## config.mk

```make
export PLATFORM = sky130hd
export DESIGN_NAME = hex_disp_ctrl_flat
export DESIGN_NICKNAME = d
export VERILOG_FILES = /design/src/rtl/hex_disp_ctrl_if.sv /design/src/rtl/hex_disp_ctrl.sv /design/src/flat_wrapper.sv
export SDC_FILE = /design/constraint.sdc
export NUM_CORES = 1
export LEC_CHECK = 0
export ABC_CLOCK_PERIOD_IN_PS = 4000
export BUFFER_PORTS_ARGS = -buffer_cell sky130_fd_sc_hd__buf_4
export CAP_MARGIN = 20
export CORE_UTILIZATION = 55
export DETAILED_ROUTE_END_ITERATION = 7
export GPL_ROUTABILITY_DRIVEN = 0
export GPL_TIMING_DRIVEN = 1
export PLACE_DENSITY = 0.78
export SLEW_MARGIN = 20
export SYNTH_ARGS = -nofsm -noshare
export SYNTH_HDL_FRONTEND = slang
export SYNTH_SLANG_ARGS = --single-unit
export TNS_END_PERCENT = 50
```

## constraint.sdc

```tcl
create_clock -name clk -period 4 [get_ports clk]
set_input_delay 0 -clock clk [delete_from_list [all_inputs] [get_ports clk]]
set_output_delay 0 -clock clk [all_outputs]
set_load 0.01 [all_outputs]
```

## src/rtl/hex_disp_ctrl_if.sv

```systemverilog
// Avalon-MM slave bus bundle for the front-panel hex display controller.
// The CPU side drives the master modport; the display controller uses the slave modport.
interface hex_disp_ctrl_if;
    logic [1:0]  address;
    logic        chipselect;
    logic        write_n;
    logic [31:0] writedata;
    logic [31:0] readdata;

    modport master (
        output address,
        output chipselect,
        output write_n,
        output writedata,
        input  readdata
    );

    modport slave (
        input  address,
        input  chipselect,
        input  write_n,
        input  writedata,
        output readdata
    );
endinterface

```

## src/rtl/hex_disp_ctrl.sv

```systemverilog
// Six-digit 7-segment display controller for the vending-machine front panel.
// The CPU writes a packed 24-bit nibble value. That value is committed to the display
// on a refresh tick, or immediately when forced, so all six digits change together
// and never show a mix of old and new digits. Control bits select enable,
// leading-zero blanking and a per-digit blink mask. Segment outputs are active-low
// and registered.
module hex_disp_ctrl #(
    parameter int TICK_DIV    = 50000,
    parameter int BLINK_TICKS = 250
) (
    input  logic            clk,
    input  logic            reset_n,
    hex_disp_ctrl_if.slave  bus,
    output logic [6:0]      hex0,
    output logic [6:0]      hex1,
    output logic [6:0]      hex2,
    output logic [6:0]      hex3,
    output logic [6:0]      hex4,
    output logic [6:0]      hex5
);

    localparam int CNT_W  = (TICK_DIV > 1) ? $clog2(TICK_DIV) : 1;
    localparam int BCNT_W = (BLINK_TICKS > 1) ? $clog2(BLINK_TICKS) : 1;

    typedef enum logic [1:0] {
        S_IDLE  = 2'd0,
        S_PEND  = 2'd1,
        S_APPLY = 2'd2
    } state_t;

    state_t              state_q;
    logic [CNT_W-1:0]    tick_cnt_q;
    logic [BCNT_W-1:0]   blink_cnt_q;
    logic                phase_q;
    logic [23:0]         pending_q;
    logic [23:0]         active_q;
    logic                en_q;
    logic                lzb_q;
    logic [5:0]          blink_q;
    logic [5:0][6:0]     hex_q;
    logic [5:0][6:0]     hex_d;

    logic tick;
    logic wr;
    logic wr_data;
    logic wr_ctrl;
    logic force_apply;
    logic unused_wd;

    assign wr          = bus.chipselect & ~bus.write_n;
    assign wr_data     = wr && (bus.address == 2'd0);
    assign wr_ctrl     = wr && (bus.address == 2'd1);
    assign force_apply = wr && (bus.address == 2'd2) && bus.writedata[0];
    assign tick        = (tick_cnt_q == CNT_W'(TICK_DIV - 1));
    assign unused_wd   = &{1'b0, bus.writedata[31:24]};

    // Active-low segment code for one hex nibble (bit0 = a ... bit6 = g).
    function automatic logic [6:0] seg7(input logic [3:0] nib);
        logic [6:0] s;
        case (nib)
            4'h0: s = 7'h40;
            4'h1: s = 7'h79;
            4'h2: s = 7'h24;
            4'h3: s = 7'h30;
            4'h4: s = 7'h19;
            4'h5: s = 7'h12;
            4'h6: s = 7'h02;
            4'h7: s = 7'h78;
            4'h8: s = 7'h00;
            4'h9: s = 7'h10;
            4'hA: s = 7'h08;
            4'hB: s = 7'h03;
            4'hC: s = 7'h46;
            4'hD: s = 7'h21;
            4'hE: s = 7'h06;
            default: s = 7'h0E;
        endcase
        return s;
    endfunction

    // Free-running refresh tick divider: one-cycle tick at the end of each period.
    always_ff @(posedge clk or negedge reset_n) begin
        if (!reset_n) begin
            tick_cnt_q <= '0;
        end else if (tick) begin
            tick_cnt_q <= '0;
        end else begin
            tick_cnt_q <= tick_cnt_q + 1'b1;
        end
    end

    // Blink phase: toggles every BLINK_TICKS ticks, starts in the "on" phase.
    always_ff @(posedge clk or negedge reset_n) begin
        if (!reset_n) begin
            blink_cnt_q <= '0;
            phase_q     <= 1'b0;
        end else if (tick) begin
            if (blink_cnt_q == BCNT_W'(BLINK_TICKS - 1)) begin
                blink_cnt_q <= '0;
                phase_q     <= ~phase_q;
            end else begin
                blink_cnt_q <= blink_cnt_q + 1'b1;
            end
        end
    end

    // Commit FSM: holds the latest written value until a tick or force, then copies it in one step.
    always_ff @(posedge clk or negedge reset_n) begin
        if (!reset_n) begin
            state_q   <= S_IDLE;
            pending_q <= '0;
            active_q  <= '0;
        end else begin
            case (state_q)
                S_IDLE: begin
                    if (wr_data) begin
                        pending_q <= bus.writedata[23:0];
                        state_q   <= S_PEND;
                    end
                end
                S_PEND: begin
                    // A write in the same cycle as the tick still gets committed,
                    // since APPLY reads pending one cycle later.
                    if (wr_data) begin
                        pending_q <= bus.writedata[23:0];
                    end
                    if (tick || force_apply) begin
                        state_q <= S_APPLY;
                    end
                end
                S_APPLY: begin
                    active_q <= pending_q;
                    if (wr_data) begin
                        pending_q <= bus.writedata[23:0];
                        state_q   <= S_PEND;
                    end else begin
                        state_q <= S_IDLE;
                    end
                end
                default: state_q <= S_IDLE;
            endcase
        end
    end

    // Control register: takes effect immediately, not tied to the refresh tick.
    always_ff @(posedge clk or negedge reset_n) begin
        if (!reset_n) begin
            en_q    <= 1'b0;
            lzb_q   <= 1'b0;
            blink_q <= '0;
        end else if (wr_ctrl) begin
            en_q    <= bus.writedata[0];
            lzb_q   <= bus.writedata[1];
            blink_q <= bus.writedata[13:8];
        end
    end

    // Per-digit decode with leading-zero and blink blanking, scanning from the top digit down.
    always_comb begin
        logic       all_zero;
        logic [3:0] nib;
        logic       blank;
        hex_d    = '0;
        all_zero = 1'b1;
        nib      = '0;
        blank    = 1'b0;
        for (int k = 5; k >= 0; k--) begin
            nib      = active_q[4*k +: 4];
            all_zero = all_zero & (nib == 4'h0);
            blank    = (lzb_q && all_zero && (k != 0)) || (blink_q[k] && phase_q);
            hex_d[k] = (!en_q || blank) ? 7'h7F : seg7(nib);
        end
    end

    // Registered segment outputs; blank during reset.
    always_ff @(posedge clk or negedge reset_n) begin
        if (!reset_n) begin
            hex_q <= {6{7'h7F}};
        end else begin
            hex_q <= hex_d;
        end
    end

    assign hex0 = hex_q[0];
    assign hex1 = hex_q[1];
    assign hex2 = hex_q[2];
    assign hex3 = hex_q[3];
    assign hex4 = hex_q[4];
    assign hex5 = hex_q[5];

    // Combinational register read mux, zero-extended.
    always_comb begin
        bus.readdata = '0;
        case (bus.address)
            2'd0: bus.readdata = {8'd0, pending_q};
            2'd1: bus.readdata = {18'd0, blink_q, 6'd0, lzb_q, en_q};
            2'd2: bus.readdata = {30'd0, phase_q, (state_q == S_PEND)};
            default: bus.readdata = {8'd0, active_q};
        endcase
    end

endmodule

```

## src/flat_wrapper.sv

```systemverilog
// flat-port wrapper written by rule: the top's interface ports become plain ports
module hex_disp_ctrl_flat 
#(
    parameter int TICK_DIV    = 50000,
    parameter int BLINK_TICKS = 250
)
  (clk, reset_n, hex0, hex1, hex2, hex3, hex4, hex5, bus_address, bus_chipselect, bus_write_n, bus_writedata, bus_readdata);
  hex_disp_ctrl_if bus_i ();
  input  logic clk;
  input  logic reset_n;
  output logic [6:0] hex0;
  output logic [6:0] hex1;
  output logic [6:0] hex2;
  output logic [6:0] hex3;
  output logic [6:0] hex4;
  output logic [6:0] hex5;
  input wire logic [$bits(bus_i.address)-1:0] bus_address;
  input wire logic [$bits(bus_i.chipselect)-1:0] bus_chipselect;
  input wire logic [$bits(bus_i.write_n)-1:0] bus_write_n;
  input wire logic [$bits(bus_i.writedata)-1:0] bus_writedata;
  output wire logic [$bits(bus_i.readdata)-1:0] bus_readdata;
  assign bus_i.address = bus_address;
  assign bus_i.chipselect = bus_chipselect;
  assign bus_i.write_n = bus_write_n;
  assign bus_i.writedata = bus_writedata;
  assign bus_readdata = bus_i.readdata;
  hex_disp_ctrl #(.TICK_DIV(TICK_DIV), .BLINK_TICKS(BLINK_TICKS)) u_core (.clk(clk), .reset_n(reset_n), .bus(bus_i), .hex0(hex0), .hex1(hex1), .hex2(hex2), .hex3(hex3), .hex4(hex4), .hex5(hex5));
endmodule
```

==> run_results.csv, run 1 <==
group,metric,value,unit
cells_and_area,n_antenna_cell,0,
global_routing,grt.busiest_layer,"met2",
worst_setup_path,cp_slowest_cell,"nor3b_2",
power,power.density,554,mW/mm^2
synth,synth_cell_types,55,
routing,vias,4957,
routing,vias_per_cell,5.71,
cts,cts_buffers,17,
worst_setup_path,crit_type,"flip-flop to flip-flop",
die,dieArea,0.0124,mm^2
placement,dp.final_hpwl,9.77,mm
min_path,hold_path_class,"input port to flip-flop",
sta,finalSetupViolCount,0,
run,max_cap_violations,0,
global_routing,grt_util_met1,33.7,%
power,seqPwrFrac,41.4,%
sta,slew_headroom,53.6,%
routing,drt_wl_total,14.7,mm
die,io_pins,112,
status,violations,"design-rule violations",
cts,clock-sinks,125,
synth,synth-seq-cells,125,
power,p_clk_share,33.3,%
sta,clock.fmax,0.458,GHz
worst_setup_path,worstSetupPathDepth,6,
global_routing,grtUsageTotal,25.6,%
placement,io_buffers,95,
cells_and_area,synthToLayoutAreaGrowth,24.1,%
worst_setup_path,path_buf_inv,1,
synth,async_flop_share,100,%
cts,cts.reportedPaths.clkPinSlew,50,ps
cts,cts_root_buf,"clkbuf_16",
cells_and_area,final_common_cell,"buf_4",
worst_setup_path,end_kind,"flip-flop",
global_routing,grt_max_degree,57,
worst_setup_path,r2r_slack,1820,ps
worst_setup_path,critPathArrivalTime,2440,ps
global_routing,gr-usage-met2,40.5,%
worst_setup_path,r2r_end,"u_core.hex1[3]",
worst_setup_path,worstPathMaxFanout,7,
synth,synth_flop_cell,"dfrtp_1",
min_path,worstHoldEndpoint,"u_core.state_q[1]",
cts,htree_num_levels,4,
cells_and_area,finalNonFillerCells,868,
die,die_w,112,um
power,leakage,0.00364,uW
sta,post-route-period-util,54.6,%
global_routing,grt_pass1_wl,25.0,mm
die,row_count,39,
global_routing,grt_overflow_total,0,
routing,wl_per_cell,17.0,um
synth,synth_edf_count,0,
min_path,min_from,"bus_write_n",
worst_setup_path,r2r_cells,6,
global_routing,grt_pass1_vias,4971,
worst_setup_path,slowest_delay,470,ps
global_routing,antenna_found_initial,0,
sta,whs,56.8,ps
synth,yosysSeqAreaShare,48.2,%
synth,syn_avg_cell_area,11.0,um^2
routing,first_iter_violations,256,
worst_setup_path,worstPathRequired,4260,ps
die,core,0.0116,mm^2
sta,worst_pin_slew,692,ps
cells_and_area,final_util,70.8,%
synth,synthCells,599,
worst_setup_path,path_cells,"inv_1 -> ha_1 -> nor3b_2 -> nand4_1 -> o211a_1 -> o311ai_0",
sta,hold_viol,0,
min_path,min_path_cells,4,
power,p_sw,1350,uW
power,pwr-share-comb,25.4,%
worst_setup_path,r2r_start,"u_core.active_q[16]",
cts,clk_latency,420,ps
worst_setup_path,critPathLaunchType,"flip-flop",
routing,drt-pass1-iter-count,6,
power,internal-power,3180,uW
sta,fin_worst_skew,8.65,ps
synth,yosysWarningCount,0,
sta,rsz0062_at_grt,"false",
placement,dpl.cell_count,809,
cts,clock_path_buffers,2,
sta,setup-tns-final,0,ps
status,status,"finished with violations",
die,die_h,112,um
cts,cts_tree,"yes",
worst_setup_path,crit_family,"simple AND/OR/NAND/NOR gates",
routing,drc,6,
power,ir_drop,329,uV
cells_and_area,fin_nets,784,
synth,syn-cell-area,0.00660,mm^2
sta,final-max-slew-violation-count,0,
cells_and_area,drive_gt1_share,31.3,%
power,switching_share,29.8,%
routing,antenna_left,0,
cells_and_area,layout_common_cells,"buf_4, dfrtp_1, nand2_1, dfstp_2, o211ai_1",
cells_and_area,fill_cells,813,
global_routing,gr-usage-met3,6.48,%
die,start_util,57.0,%
sta,fin_crit,2180,ps
## how the worst max path moves through the flow
stage,from,end,slack [ps]
4_1_cts,u_core.active_q[16],u_core.hex1[5],1870
3_3_place_gp,u_core.active_q[16],u_core.hex1[4],2020
5_1_grt,u_core.active_q[16],u_core.hex1[3],1670
3_5_place_dp,u_core.active_q[16],u_core.hex1[3],1940
6_report,u_core.active_q[16],u_core.hex1[3],1820
2_1_floorplan,u_core.active_q[20],u_core.hex1[4],2390
## Yosys cell counts, types with 6 or more instances
library cell / count / area [um^2]
dfrtp_1: 83 / 2080
nand2_1: 67 / 251
dfstp_2: 42 / 1100
o211ai_1: 37 / 278
o21ai_0: 36 / 180
ha_1: 34 / 425
inv_1: 23 / 86.3
nor2_1: 23 / 86.3
clkbuf_1: 22 / 82.6
mux2_2: 21 / 236
mux2_4: 20 / 300
a22o_1: 17 / 149
nand3_1: 16 / 80.1
nand2b_1: 14 / 87.6
o311ai_0: 10 / 87.6
buf_4: 9 / 67.6
mux2i_1: 9 / 90.1
buf_2: 8 / 40.0
xor2_1: 8 / 70.1
and3_1: 7 / 43.8
nand4_1: 7 / 43.8
xnor2_1: 7 / 61.3
a21o_1: 6 / 45.0
a21oi_1: 6 / 30.0
nand3b_1: 6 / 45.0
## cell families (layout without fill, tap and decap cells)
kind of cell	count (synthesis)	after routing	share of synthesized area, %
simple gates	171	171	13.4
compound gates	136	136	14.7
flops	125	125	48.2
buf+inv	65	184	4.97
mux	52	52	10.2
fa+ha+maj	34	34	6.45
xor+xnor	15	15	1.99
other cells	1	8	0.0568
## metrics by stage
step                instance area, um^2  power (uW)  setup WS (ps)
finish                             8180        4530           1820
detailed placement                 7330        3000           1940
floorplan                          6620        2530           2390
CTS                                8180        4550           1870
global route                       8180        4760           1670
global placement                   7330        2950           2020
## power by group through the flow
stage	Combinational, uW	Sequential [uW]	Clock (uW)
3_3_place_gp	1090	1870	0
4_1_cts	1150	1870	1530
2_1_floorplan	684	1850	0
5_1_grt	1260	1920	1580
3_5_place_dp	1120	1890	0
6_report	1150	1880	1510
## flip-flops by register name, summed over array words and instances, names as in the netlist, 2 cells and up
register	flops
u_core.active_q	24
u_core.pending_q	24
u_core.tick_cnt_q	16
u_core.blink_cnt_q	8
u_core.hex0	7
u_core.hex1	7
u_core.hex2	7
u_core.hex3	7
u_core.hex4	7
u_core.hex5	7
u_core.blink_q	6
u_core.state_q	2
## what timing repair did
item                                    CTS  global route
hold buffers                             27             0
endpoints found under the hold margin    65             0
gates resized for setup                   0             0
endpoints found under the setup margin    0             0
buffers inserted                          0             0
## tightest hold or removal path: cells and delay by family
kind | cells | cell delay [ps]
AO/OA/AOI/OAI | 1 | 80
buffers and inverters | 1 | 70
AND/OR/NAND/NOR | 2 | 280
## per-layer routing
metal	wire length, um	vias up
li1	-	2363
met1	6450	2406
met2	7120	160
met3	813	28
met4	359	0
met5	0	-
## final cells by class
| cell class | count | area (um^2) | area share (%) |
|---|---|---|---|
| Clock inverter | 5 | 50.0 | 0.612 |
| Timing Repair Buffer | 129 | 1040 | 12.7 |
| Tap cell | 143 | 179 | 2.19 |
| Multi-Input combinational cell | 416 | 3120 | 38.1 |
| Inverter | 23 | 86.3 | 1.05 |
| Sequential cell | 125 | 3180 | 38.9 |
| Clock buffer | 27 | 536 | 6.54 |
(Power assumes the default switching activity.)
==> inputs of run 2 (changes only) <==
--- a/config.mk
+++ b/config.mk
@@ -5,7 +5,7 @@
 export SDC_FILE = /design/constraint.sdc
 export NUM_CORES = 1
 export LEC_CHECK = 0
-export ABC_CLOCK_PERIOD_IN_PS = 4000
+export ABC_CLOCK_PERIOD_IN_PS = 2200
 export BUFFER_PORTS_ARGS = -buffer_cell sky130_fd_sc_hd__buf_4
 export CAP_MARGIN = 20
 export CORE_UTILIZATION = 55
==> constraint.sdc (replaced) <==
create_clock -name clk -period 2.2 [get_ports clk]
set_input_delay 0 -clock clk [delete_from_list [all_inputs] [get_ports clk]]
set_output_delay 0 -clock clk [all_outputs]
set_load 0.01 [all_outputs]
==> run 2 against run 1 <==
Effect of this change: the flow still finishes with violations (design-rule violations); sequential share of layout area decreased by 0.57 points; register-to-register slack got worse by 1600 ps; cell count is 1.4% higher; worst hold slack gained 26 ps; count of clock-buffer cells in the layout is 10 lower; power increased by 84%; critical path depth unchanged; highest routed layer unchanged.
==> run_results.csv, run 2 (synthesized netlist as in run 1, its figures left out) <==
group,metric,value,unit
status,status,"finished with violations",
status,violations,"design-rule violations",
routing,wl_per_cell,16.6,um
cts,cts_tree,"yes",
min_path,min_path_cells,4,
cts,cts.reportedPaths.clkPinSlew,60,ps
cells_and_area,fill_cells,770,
cells_and_area,reg.largest.list,"u_core.active_q: 24 flops, u_core.pending_q: 24 flops, u_core.tick_cnt_q: 16 flops",
power,leakage,0.00369,uW
cts,clock_path_buffers,2,
routing,drt-pass1-iter-count,8,
worst_setup_path,r2r_cells,6,
worst_setup_path,crit_family,"simple AND/OR/NAND/NOR gates",
die,start_util,57.0,%
routing,first_iter_violations,248,
sta,post-route-period-util,91.5,%
power,p_sw,2520,uW
sta,worst_pin_slew,703,ps
power,ir_drop,542,uV
die,die_h,112,um
worst_setup_path,crit_type,"flip-flop to flip-flop",
worst_setup_path,worstSetupStartpoint,"u_core.active_q[12]",
cells_and_area,fin_nets,796,
sta,setup-tns-final,0,ps
worst_setup_path,cp_slowest_cell,"dfrtp_1",
cts,cts_buffers,17,
run,max_cap_violations,0,
sta,fin_worst_skew,8.43,ps
cts,clock-sinks,125,
die,dieArea,0.0124,mm^2
cts,clk_latency,420,ps
sta,fin_crit,2010,ps
cells_and_area,drive_gt1_share,33.2,%
worst_setup_path,path_buf_inv,1,
worst_setup_path,path_cells,"inv_1 -> ha_1 -> nor3b_1 -> nand4_1 -> o211a_1 -> o311ai_0",
worst_setup_path,end_kind,"flip-flop",
worst_setup_path,r2r_start,"u_core.active_q[12]",
global_routing,grt_max_degree,48,
global_routing,grt_pass1_vias,4964,
die,core,0.0116,mm^2
power,internal-power,5840,uW
worst_setup_path,worstPathRequired,2480,ps
global_routing,grt_pass1_wl,24.6,mm
cts,cts_root_buf,"clkbuf_16",
cts,post_cts_buffers,0,
worst_setup_path,worstSetupPathDepth,6,
placement,io_buffers,95,
worst_setup_path,critPathArrivalTime,2290,ps
sta,fin_ws,187,ps
sta,rsz0062_at_grt,"false",
cells_and_area,n_antenna_cell,0,
power,p_clk_share,33.5,%
cells_and_area,synthToLayoutAreaGrowth,25.9,%
die,row_count,39,
power,power.density,1010,mW/mm^2
worst_setup_path,critPathLaunchType,"flip-flop",
worst_setup_path,worstPathMaxFanout,7,
sta,final-max-slew-violation-count,0,
routing,antenna_left,0,
sta,finalSetupViolCount,0,
sta,hold_viol,0,
min_path,min_from,"bus_write_n",
global_routing,antenna_found_initial,0,
power,switching_share,30.1,%
power,seqPwrFrac,39.9,%
sta,clock.fmax,0.497,GHz
min_path,hold_path_class,"input port to flip-flop",
global_routing,grt_overflow_total,0,
routing,vias,4981,
die,io_pins,112,
cells_and_area,layout_common_cells,"buf_4, dfrtp_1, nand2_1, dfstp_2, o211ai_1",
power,pwr-share-comb,26.7,%
routing,vias_per_cell,5.66,
cts,htree_num_levels,4,
placement,dp.final_hpwl,9.92,mm
die,die_w,112,um
routing,drc,6,
worst_setup_path,slowest_delay,450,ps
global_routing,grtUsageTotal,24.8,%
placement,pre_cts_ws,208,ps
sta,slew_headroom,52.9,%
cells_and_area,final_common_cell,"buf_4",
routing,drt_wl_total,14.6,mm
run 2: worst register-to-register path, delay by kind of cell (launching register included):
kind / cells / cell delay (ps)
compound gates: 2 / 500
fa+ha+maj: 1 / 240
buf+inv: 1 / 150
flops: 1 / 450
simple gates: 2 / 550
run 2: stage by stage:
step | instance area, um^2 | total power, uW | util, % | hold WS, ps | instances
after floorplan | 6620 | 4600 | - | -296 | 606
after global placement | 7430 | 5450 | 64.3 | 42.4 | 821
after detailed placement | 7430 | 5530 | 64.3 | 53.8 | 821
after CTS | 8300 | 8400 | 71.8 | 70.3 | 880
after global routing | 8310 | 8790 | 71.8 | 112 | 880
final | 8310 | 8360 | 71.8 | 82.6 | 880
run 2: path summary, 6_finish.rpt:
path / endpoint / slack [ps]
hold / removal: u_core.state_q[1] / 80
min in group asynchronous: u_core.tick_cnt_q[8] / 150
max in group asynchronous: u_core.hex5[1] / 1300
setup / recovery: u_core.hex1[0] / 190
setup reg to reg: u_core.hex1[0] / 190
hold reg to reg: u_core.tick_cnt_q[0] / 490
run 2: what timing repair did:
item / in CTS / in global routing
resized for setup: 0 / 1
endpoints found under the hold margin: 77 / 0
hold buffers: 27 / 0
endpoints found under the setup margin: 0 / 3
run 2: layout make-up:
type,instances,area [um^2],share of cell area (%)
Clock buffer,17,425,5.12
Clock inverter,15,173,2.08
Inverter,23,86.3,1.04
Multi-Input combinational cell,416,3120,37.6
Sequential cell,125,3180,38.3
Tap cell,143,179,2.15
Timing Repair Buffer,141,1140,13.7
run 2: metal layers:
layer	GRT usage, %	up-vias	wire length [um]
met4	10.6	0	287
met3	6.15	24	725
met5	0	-	0
li1	-	2381	-
met1	32.9	2424	6580
met2	39.1	152	7010
run 2: power groups by stage:
stage / Combinational (uW) / Sequential (uW) / Clock, uW
after floorplan: 1240 / 3360 / 0
after global placement: 2120 / 3330 / 0
after detailed placement: 2170 / 3360 / 0
after CTS: 2230 / 3330 / 2840
after global routing: 2440 / 3400 / 2950
final: 2230 / 3330 / 2800
==> inputs of run 3 (changes only) <==
--- a/config.mk
+++ b/config.mk
@@ -12,6 +12,7 @@
 export DETAILED_ROUTE_END_ITERATION = 7
 export GPL_ROUTABILITY_DRIVEN = 0
 export GPL_TIMING_DRIVEN = 1
+export HOLD_SLACK_MARGIN = 0.12
 export PLACE_DENSITY = 0.78
 export SLEW_MARGIN = 20
 export SYNTH_ARGS = -nofsm -noshare
==> run 3 against run 2 <==
Effect of this change: the run still ends with design-rule violations left; critical endpoint is now u_core.state_q[1]; via count up 1.2%; largest cell class unchanged; sequential cell count is the same; fmax fell by 4.9%; sequential power hardly changed; die area is the same; clock power about the same; cell count grew 0.34%; clock skew grew 1.5 ps.
==> run_results.csv, run 3 (synthesized netlist as in run 1, its figures left out) <==
group,metric,value,unit
worst_setup_path,crit_type,"flip-flop to flip-flop",
power,ir_drop,543,uV
die,start_util,57.0,%
worst_setup_path,path_buf_inv,2,
cells_and_area,drive_gt1_share,33.2,%
die,dieArea,0.0124,mm^2
routing,drc,6,
worst_setup_path,worstPathRequired,2500,ps
global_routing,grt_max_degree,48,
cells_and_area,fin_nets,799,
worst_setup_path,slowest_delay,570,ps
cts,cts_root_buf,"clkbuf_16",
worst_setup_path,end_kind,"flip-flop",
placement,io_buffers,95,
power,finalPower,8370,uW
status,violations,"design-rule violations",
die,io_pins,112,
cts,cts.reportedPaths.clkPinSlew,60,ps
worst_setup_path,worstPathMaxFanout,10,
worst_setup_path,path_cells,"ha_1 -> and3_2 -> nand4_1 -> buf_6 -> o31ai_1 -> dlygate4sd3_1 -> and2_1",
die,row_count,39,
worst_setup_path,crit_family,"buffers and inverters",
die,die_h,112,um
cts,clk_latency,420,ps
routing,antenna_left,0,
global_routing,grt_pass1_vias,4976,
sta,finalSetupViolCount,0,
cells_and_area,layout_common_cells,"buf_4, dfrtp_1, nand2_1, dfstp_2, o211ai_1",
sta,post-route-period-util,96.2,%
cells_and_area,n_antenna_cell,0,
cts,htree_num_levels,4,
cts,clock_path_buffers,2,
routing,wl_per_cell,16.6,um
placement,dp.final_hpwl,9.92,mm
min_path,hold_path_class,"input port to async pin",
sta,worst_pin_slew,711,ps
sta,fin_crit,2120,ps
die,die_w,112,um
sta,rsz0062_at_grt,"false",
sta,final-max-slew-violation-count,0,
cts,cts_buffers,17,
cells_and_area,final_common_cell,"buf_4",
status,status,"finished with violations",
cts,cts_tree,"yes",
cells_and_area,synthToLayoutAreaGrowth,26.4,%
sta,hold_viol,0,
worst_setup_path,cp_slowest_cell,"dlygate4sd3_1",
cells_and_area,reg.largest.list,"u_core.active_q: 24 flops, u_core.pending_q: 24 flops, u_core.tick_cnt_q: 16 flops",
die,core,0.0116,mm^2
sta,clock.fmax,0.472,GHz
global_routing,grtUsageTotal,25.0,%
routing,first_iter_violations,238,
power,leakage,0.00370,uW
cts,clock-sinks,125,
global_routing,grt_overflow_total,0,
cts,post_cts_buffers,0,
sta,fin_worst_skew,9.95,ps
routing,drt-pass1-iter-count,7,
sta,slew_headroom,52.4,%
global_routing,grt_pass1_wl,24.7,mm
global_routing,antenna_found_initial,0,
routing,drt_wl_total,14.6,mm
placement,pre_cts_ws,208,ps
routing,vias,5040,
worst_setup_path,critPathLaunchType,"flip-flop",
sta,fin_ws,83.4,ps
worst_setup_path,critPathArrivalTime,2410,ps
sta,setup-tns-final,0,ps
routing,vias_per_cell,5.71,
run,max_cap_violations,0,
power,power.density,1000,mW/mm^2
[run 3: cell types whose count changed in the layout (fill, tap and decap cells not counted), sizes merged]
cell         previous run  this run
dlygate4sd3            27        30
[run 3: layout make-up]
type / count / area (um^2)
Clock buffer: 17 / 425
Inverter: 23 / 86.3
Sequential cell: 125 / 3180
Multi-Input combinational cell: 416 / 3120
Tap cell: 143 / 179
Fill cell: 766 / 3220
Clock inverter: 15 / 173
Timing Repair Buffer: 144 / 1170
[run 3: worst paths after layout]
kind,from,endpoint,slack (ps),depth (start not counted)
max,u_core.tick_cnt_q[0],u_core.state_q[1],80,7
min in group clk,bus_address[0],u_core.state_q[0],150,3
max in group asynchronous,reset_n,u_core.hex5[1],1300,3
min reg2reg,u_core.tick_cnt_q[0],u_core.tick_cnt_q[0],490,1
max reg2reg,u_core.tick_cnt_q[0],u_core.state_q[1],80,7
min,reset_n,u_core.tick_cnt_q[8],150,2
[run 3: timing repair]
item / 4_1_cts / 5_1_grt
endpoints found under the hold margin: 123 / 0
setup endpoints to repair: 0 / 4
gates resized for setup: 0 / 3
hold buffers: 30 / 0
[run 3: routing by layer]
| layer | global-route usage, % | share of wire (%) | up-vias |
|---|---|---|---|
| met5 | 0 | 0 | - |
| met1 | 32.9 | 44 | 2472 |
| met4 | 10.6 | 2.2 | 0 |
| met3 | 6.15 | 5.8 | 27 |
| met2 | 39.4 | 48 | 160 |
| li1 | - | - | 2381 |
[run 3: report_power, final]
group	total (uW)	leakage (uW)	internal [uW]	switching (uW)
clock	2800	0.000277	1770	1030
combinational	2240	0.00191	1130	1110
sequential	3330	0.00151	2950	383
total	8370	0.00370	5850	2520
[run 3: stage by stage]
| step | instances | util (%) | hold WS, ps | area [um^2] |
|---|---|---|---|---|
| floorplan | 606 | - | -296 | 6620 |
| global placement | 821 | 64.3 | 42.4 | 7430 |
| detailed placement | 821 | 64.3 | 53.8 | 7430 |
| CTS | 883 | 72.0 | 138 | 8330 |
| global route | 883 | 72.1 | 160 | 8340 |
| finish | 883 | 72.1 | 150 | 8340 |
